**src/rtl/keypad_pkg.sv**
```systemverilog
// Shared types and helpers for the 4x4 key matrix scanner.
// Frame bit index is {col_idx, row_idx}; a low bit means that key is closed.
package keypad_pkg;

    localparam int NUM_ROWS = 4;
    localparam int NUM_COLS = 4;

    typedef logic [1:0] col_state_t;
    localparam col_state_t COL1 = 2'd0;
    localparam col_state_t COL2 = 2'd1;
    localparam col_state_t COL3 = 2'd2;
    localparam col_state_t COL4 = 2'd3;

    typedef logic [3:0] key_code_t;

    typedef enum logic [1:0] {
        NONE   = 2'd0,
        SINGLE = 2'd1,
        MULTI  = 2'd2
    } frame_class_t;

    function automatic logic [4:0] count_low(input logic [NUM_ROWS*NUM_COLS-1:0] f);
        logic [4:0] n;
        n = '0;
        for (int i = 0; i < NUM_ROWS*NUM_COLS; i++) begin
            n = n + {4'd0, ~f[i]};
        end
        return n;
    endfunction

    // Only meaningful when exactly one bit is low; the index is the key code.
    function automatic key_code_t first_low(input logic [NUM_ROWS*NUM_COLS-1:0] f);
        key_code_t k;
        k = '0;
        for (int i = NUM_ROWS*NUM_COLS-1; i >= 0; i--) begin
            if (!f[i]) k = 4'(i);
        end
        return k;
    endfunction

endpackage

```
**src/rtl/keypad_scanner_if.sv**
```systemverilog
// Key report bundle from the scanner to the consuming control logic.
interface keypad_scanner_if;
    import keypad_pkg::*;

    key_code_t key_code;
    logic      key_valid;
    logic      key_held;

    modport master (output key_code, output key_valid, output key_held);
    modport slave  (input  key_code, input  key_valid, input  key_held);
endinterface

```
**src/rtl/keypad_scanner_row_sync.sv**
```systemverilog
// Two-flop synchronizer for the asynchronous, active-low matrix row inputs.
module row_sync (
    input  logic       clk,
    input  logic       rst_i,
    input  logic [3:0] d_i,
    output logic [3:0] q_o
);
    logic [3:0] meta_q, meta_d;
    logic [3:0] sync_q, sync_d;

    always_comb begin
        meta_d = d_i;
        sync_d = meta_q;
    end

    // Idle rows read high, so reset to "no key".
    always_ff @(posedge clk) begin
        if (rst_i) begin
            meta_q <= 4'b1111;
            sync_q <= 4'b1111;
        end else begin
            meta_q <= meta_d;
            sync_q <= sync_d;
        end
    end

    assign q_o = sync_q;
endmodule

```
**src/rtl/keypad_scanner.sv**
```systemverilog
// 4x4 key matrix scanner: one-cold column drive, per-frame snapshot,
// ghost-rejecting classification and press/release debounce.
module keypad_scanner
    import keypad_pkg::*;
#(
    parameter int DEBOUNCE_SCANS = 4
) (
    input  logic              clk,
    input  logic              rst_i,
    input  logic              ENA,
    input  logic [4:1]        row_ni,
    output logic [4:1]        col_no,
    keypad_scanner_if.master  key_bus
);
    localparam int CNT_W = $clog2(DEBOUNCE_SCANS + 1);
    localparam logic [CNT_W-1:0] CNT_MAX = CNT_W'(DEBOUNCE_SCANS);
    localparam logic [CNT_W-1:0] CNT_ONE = CNT_W'(1);

    logic [3:0]  rows_sync;
    col_state_t  col_q, col_d;
    logic [15:0] snap_q, snap_d;
    key_code_t   cand_q, cand_d;
    logic [CNT_W-1:0] press_cnt_q, press_cnt_d;
    logic [CNT_W-1:0] rel_cnt_q, rel_cnt_d;
    key_code_t   key_code_q, key_code_d;
    logic        key_valid_q, key_valid_d;
    logic        key_held_q, key_held_d;

    logic [4:0]   n_low;
    key_code_t    cand;
    frame_class_t fclass;

    row_sync u_row_sync (
        .clk   (clk),
        .rst_i (rst_i),
        .d_i   (row_ni),
        .q_o   (rows_sync)
    );

    genvar gi;
    generate
        for (gi = 0; gi < NUM_COLS; gi++) begin : g_col_drive
            assign col_no[gi+1] = (col_q != col_state_t'(gi));
        end
    endgenerate

    always_comb begin
        col_d       = col_q;
        snap_d      = snap_q;
        cand_d      = cand_q;
        press_cnt_d = press_cnt_q;
        rel_cnt_d   = rel_cnt_q;
        key_code_d  = key_code_q;
        key_held_d  = key_held_q;
        key_valid_d = 1'b0;

        if (ENA) begin
            snap_d[{col_q, 2'b00} +: 4] = rows_sync;
            col_d = col_q + 2'd1;
        end

        // snap_d already holds the column-4 slice being captured this tick.
        n_low  = count_low(snap_d);
        cand   = first_low(snap_d);
        fclass = (n_low == 5'd0) ? NONE : ((n_low == 5'd1) ? SINGLE : MULTI);

        if (ENA && (col_q == COL4)) begin
            case (fclass)
                SINGLE: begin
                    cand_d    = cand;
                    rel_cnt_d = '0;
                    if (cand == cand_q) begin
                        press_cnt_d = (press_cnt_q == CNT_MAX) ? CNT_MAX : press_cnt_q + CNT_ONE;
                    end else begin
                        press_cnt_d = CNT_ONE;
                    end
                    if ((press_cnt_d == CNT_MAX) && ((cand != key_code_q) || !key_held_q)) begin
                        key_code_d  = cand;
                        key_held_d  = 1'b1;
                        key_valid_d = 1'b1;
                    end
                end
                NONE: begin
                    press_cnt_d = '0;
                    rel_cnt_d   = (rel_cnt_q == CNT_MAX) ? CNT_MAX : rel_cnt_q + CNT_ONE;
                    if (rel_cnt_d == CNT_MAX) key_held_d = 1'b0;
                end
                default: begin
                    press_cnt_d = '0;
                    rel_cnt_d   = '0;
                end
            endcase
        end
    end

    always_ff @(posedge clk) begin
        if (rst_i) begin
            col_q       <= COL1;
            snap_q      <= '0;
            cand_q      <= '0;
            press_cnt_q <= '0;
            rel_cnt_q   <= '0;
            key_code_q  <= '0;
            key_valid_q <= 1'b0;
            key_held_q  <= 1'b0;
        end else begin
            col_q       <= col_d;
            snap_q      <= snap_d;
            cand_q      <= cand_d;
            press_cnt_q <= press_cnt_d;
            rel_cnt_q   <= rel_cnt_d;
            key_code_q  <= key_code_d;
            key_valid_q <= key_valid_d;
            key_held_q  <= key_held_d;
        end
    end

    assign key_bus.key_code  = key_code_q;
    assign key_bus.key_valid = key_valid_q;
    assign key_bus.key_held  = key_held_q;
endmodule
```
**src/flat_wrapper.sv**
```systemverilog
// flat-port wrapper written by rule: the top's interface ports become plain ports
module keypad_scanner_flat import keypad_pkg::*;
#(
    parameter int DEBOUNCE_SCANS = 4
)
  (clk, rst_i, ENA, row_ni, col_no, key_bus_key_code, key_bus_key_valid, key_bus_key_held);
  keypad_scanner_if key_bus_i ();
  input  logic clk;
  input  logic rst_i;
  input  logic ENA;
  input  logic [4:1] row_ni;
  output logic [4:1] col_no;
  output wire logic [$bits(key_bus_i.key_code)-1:0] key_bus_key_code;
  output wire logic [$bits(key_bus_i.key_valid)-1:0] key_bus_key_valid;
  output wire logic [$bits(key_bus_i.key_held)-1:0] key_bus_key_held;
  assign key_bus_key_code = key_bus_i.key_code;
  assign key_bus_key_valid = key_bus_i.key_valid;
  assign key_bus_key_held = key_bus_i.key_held;
  keypad_scanner #(.DEBOUNCE_SCANS(DEBOUNCE_SCANS)) u_core (.clk(clk), .rst_i(rst_i), .ENA(ENA), .row_ni(row_ni), .col_no(col_no), .key_bus(key_bus_i));
endmodule
```
**config.mk**
```make
export PLATFORM = sky130hd
export DESIGN_NAME = keypad_scanner_flat
export DESIGN_NICKNAME = d
export VERILOG_FILES = /design/src/rtl/keypad_pkg.sv /design/src/rtl/keypad_scanner_if.sv /design/src/rtl/keypad_scanner_row_sync.sv /design/src/rtl/keypad_scanner.sv /design/src/flat_wrapper.sv
export SDC_FILE = /design/constraint.sdc
export NUM_CORES = 1
export LEC_CHECK = 0
export BUFFER_PORTS_ARGS = -buffer_cell sky130_fd_sc_hd__buf_2
export CORE_AREA = 2 2 85 87
export CTS_BUF_LIST = sky130_fd_sc_hd__clkbuf_8
export DETAILED_ROUTE_END_ITERATION = 10
export DIE_AREA = 0 0 87 89
export PLACE_DENSITY = 0.63
export SYNTH_ARGS = -nofsm -noshare
export SYNTH_HDL_FRONTEND = slang
export SYNTH_SLANG_ARGS = --single-unit
```
**constraint.sdc**
```tcl
create_clock -name clk -period 9.1 [get_ports clk]
set_clock_uncertainty 0.2 [all_clocks]
set_input_delay 0.91 -clock clk [delete_from_list [all_inputs] [get_ports clk]]
set_output_delay 0.91 -clock clk [all_outputs]
set_load 0.1 [all_outputs]
```
==> impl_results.md <==
- Setup slack at placement: a little over 2000 ps
- Relative slew slack: 45.8%
- Area of the multi-input gates: between 2000 and 2500 µm²
- # diodes: 0
- Setup WS post-layout: ~2200 ps
- Seq cells post-synth: 42
- Pleak: 1.29 nW
- Full die area: 7740 µm²
- Clk Latency, worst-skew pair: 310 ps
- Num rows: 30
- Worst setup EP type: flop
- Setup repair bufs after CTS: 0
- Min Tclk post-route: 6950 ps
- Most instantiated library cell after synthesis: dfxtp_1
- FF+latch area: 841 µm²
- Clock tree buffer depth: 2
- HPWL Detailed: 5.25 mm
- Yosys Warn Count: 0
- EDFF count, synth: 0
- Largest family of logic cells by synthesized area: compound AO/OA/AOI/OAI gates
- HP Start: u_core.u_row_sync.meta_q[0]
- Mapped cell area: slightly above 3000 µm²
- CTS Buf Count: 5
- IO Port Bufs: 16
- Post-synthesis mux area share: under 10%
- Fraction of layout instances using a drive strength above 1: 18.2%
- Avg Synthesized Cell Area: 9.27 µm²
- Tightest Hold Check Type: flop to flop
- Max stage delay on crit path: 580 ps
- Synth top area cells: dfxtp_1 (28%), fa_1 (6.6%), ha_1 (5.8%)
- Post-Synth Adder-Cell Area: 12.4%
- Crit path cell chain: inv_1 -> ha_1 -> and4bb_1 -> a21o_1 -> inv_2 -> ha_1 -> fa_1 -> inv_1 -> fa_1 -> fa_1 -> inv_1 -> fa_1 -> inv_1 -> fa_1 -> inv_1 -> fa_1 -> nor4_1 -> o21ai_0 -> nor4_1 -> o2111ai_4 -> a221oi_2
- Vias/cell: 5.89
- Area growth syn-to-layout: 7.04%
- Wire per inst: 16.7 µm
- Xor/xnor share of the synthesized area: less than 1%
- GPL Wtd Cong: around 0.81
- Simple logic cell fraction of the synthesized area: a little under a quarter
- Maxcap violations: 0
- WHS Endpoint: u_core.u_row_sync.q_o[0]
- R2R Setup Slk: 2150 ps
- Worst r2r dst: u_core.key_bus.key_held
- CTS Hold Bufs: 0
- RSZ-0062 raised after global routing: no
- TritonRoute pass-1 iters: 4
- Starting Density: 45.0%
- Initial antenna violation count: 0
- Root buffer cell: clkbuf_8
- # resized after CTS: 0
- Maximum VDD drop: 0.0614 mV
- PnR Total Power: 0.454 mW
- Fraction of registers with async set/reset: 0%
- Compound-gate portion of the synthesized area: 26.5%
- First-pass GRT wire length: 11.6 mm
- Clock-pin slew on the worst setup and hold paths: approximately 90 ps
- Cell taking the most area after synthesis: dfxtp_1
- Most used cell, CP: fa_1
- Status: finished clean
- Hold Crit Depth: 1
- DP Area: roughly 3100 µm²
- Via count: roughly 2.5k
- Pwr Density: 140 nW/µm²
- Antenna viol nets, final: 0
- Sequential cell area fraction in the yosys report: 27.8%
- CTS sink count: 42
- Fillcell total: around 620
- CP arrival: 6970 ps
- Syn Nets: about 360
- Post-synth cell types: 78
- Total I/O pin count: 17
- DR iter-0 viols: 129
- Cells on worst reg2reg path: 21
- Die Ht: 89 µm
- Final wirelength: 7.00 mm
- Synth cell count leaders: dfxtp_1 (42), nor2_1 (32), inv_1 (29)
- Critical path required time: around 9100 ps
- Residual DRC: 0
- Final Hold Viols: 0
- Final non-filler cell area: 3230 µm²
- Period utilisation layout: 76.4%
- CP startpoint kind: flop
- Predominant post-synthesis flop cell: dfxtp_1
- Vias in the first global route: 2325
- Grt ovf: 0
- Critical path class: flop to flop
- Total core area: 6720 µm²
- Final setup vio count: 0
- Top-area cell type share of the netlist area: 27.8%
- H-tree lvl count: 2
- Reg2reg start: u_core.col_q[0]
- All-Layer GR Usage: 19.4%
- Slowest cell on the critical path: and4bb_1
- Final Util: around half
- CTS tree: built
- Mapped Cells: 326
- Final Max Slew Viols: 0
- Final nets: 370
- Setup TNS: 0 ps
- Fmax: between 0.1 and 0.15 GHz
- Maximum fanout along the worst path: 8
- Largest net degree at the start of global routing: 48
- Die extent in x: 87 µm
- Slew @ Worst Pin: 814 ps
stage by stage:
step | instances | hold WS (ps)
6_report | 420 | 211
5_1_grt | 420 | 228
4_1_cts | 420 | 211
3_5_place_dp | 412 | 194
3_3_place_gp | 412 | 192
2_1_floorplan | 326 | 189
per-layer routing:
layer	share of wire (%)	global-route usage (%)	vias to the layer above
li1	-	-	1217
met1	49	26.0	1188
met2	44	30.5	52
met3	3.4	3.97	16
met4	3.4	8.10	0
met5	0	0	-
state kept, by name (all words and copies together) (netlist names):
name and cells:
u_core.snap_q 16, u_core.cand_q 4, u_core.key_bus.key_code 4, u_core.press_cnt_q 3
u_core.u_row_sync.q_o 4, u_core.rel_cnt_q 3, u_core.key_bus.key_valid 1, u_core.u_row_sync.meta_q 4
u_core.col_q 2, u_core.key_bus.key_held 1
where the power goes:
part | internal, mW | switching (mW)
combinational | 0.0463 | 0.0857
clock | 0.0602 | 0.0681
sequential | 0.188 | 0.00503
logic make-up after synthesis:
group / after synthesis
adders and majority gates: 24
DFF: 42
buffers and inverters: 41
muxes: 10
xor gates and xnor gates: 3
AOI/OAI and AO/OA: 82
and+or+nand+nor: 124
how the worst max path moves through the flow:
stage                    start                       to  slack, ps  cells after the start
6_report       u_core.col_q[0]  u_core.key_bus.key_held       2150                     21
5_1_grt        u_core.col_q[0]  u_core.key_bus.key_held       1760                     21
4_1_cts        u_core.col_q[0]  u_core.key_bus.key_held       2160                     21
3_5_place_dp               ENA  u_core.key_bus.key_held       2050                     20
3_3_place_gp               ENA  u_core.key_bus.key_held       2210                     20
2_1_floorplan              ENA  u_core.key_bus.key_held       2780                     20
layout make-up:
cell class | count | share of cell area [%]
clock buffer | 6 | 2.55
multi-input combinational | 243 | 62.0
clock inverter | 2 | 0.271
sequential | 42 | 26.0
timing repair buffer | 16 | 2.48
tap | 80 | 3.10
inverter | 31 | 3.60
worst max-delay path: cells and delay by family (launching register included):
kind	cells	cell delay, ps
compound gates	4	1060
fa+ha+maj	8	3370
buf+inv	6	440
flops	1	480
simple gates	3	1310
cells in the final DEF (no fill, tap or decap), types with 3 or more instances in the layout:
cell type / instances
inv_1: 30
clkbuf_8: 6
nor3_1: 6
a41oi_1: 3
a21o_1: 3
nand3_1: 6
ha_1: 14
nor2b_1: 3
buf_2: 16
a32oi_4: 3
a32oi_1: 7
o21ai_0: 5
nand3b_1: 3
nand2_2: 3
nand2_1: 17
and2b_1: 4
nand4_1: 4
nand2b_1: 8
and2_1: 9
mux2i_1: 10
a221oi_2: 3
fa_1: 10
or3_1: 3
a21oi_1: 14
nor2_1: 32
dfxtp_1: 42
nor4_1: 4
or2_2: 8
(Power assumes the default switching activity.)
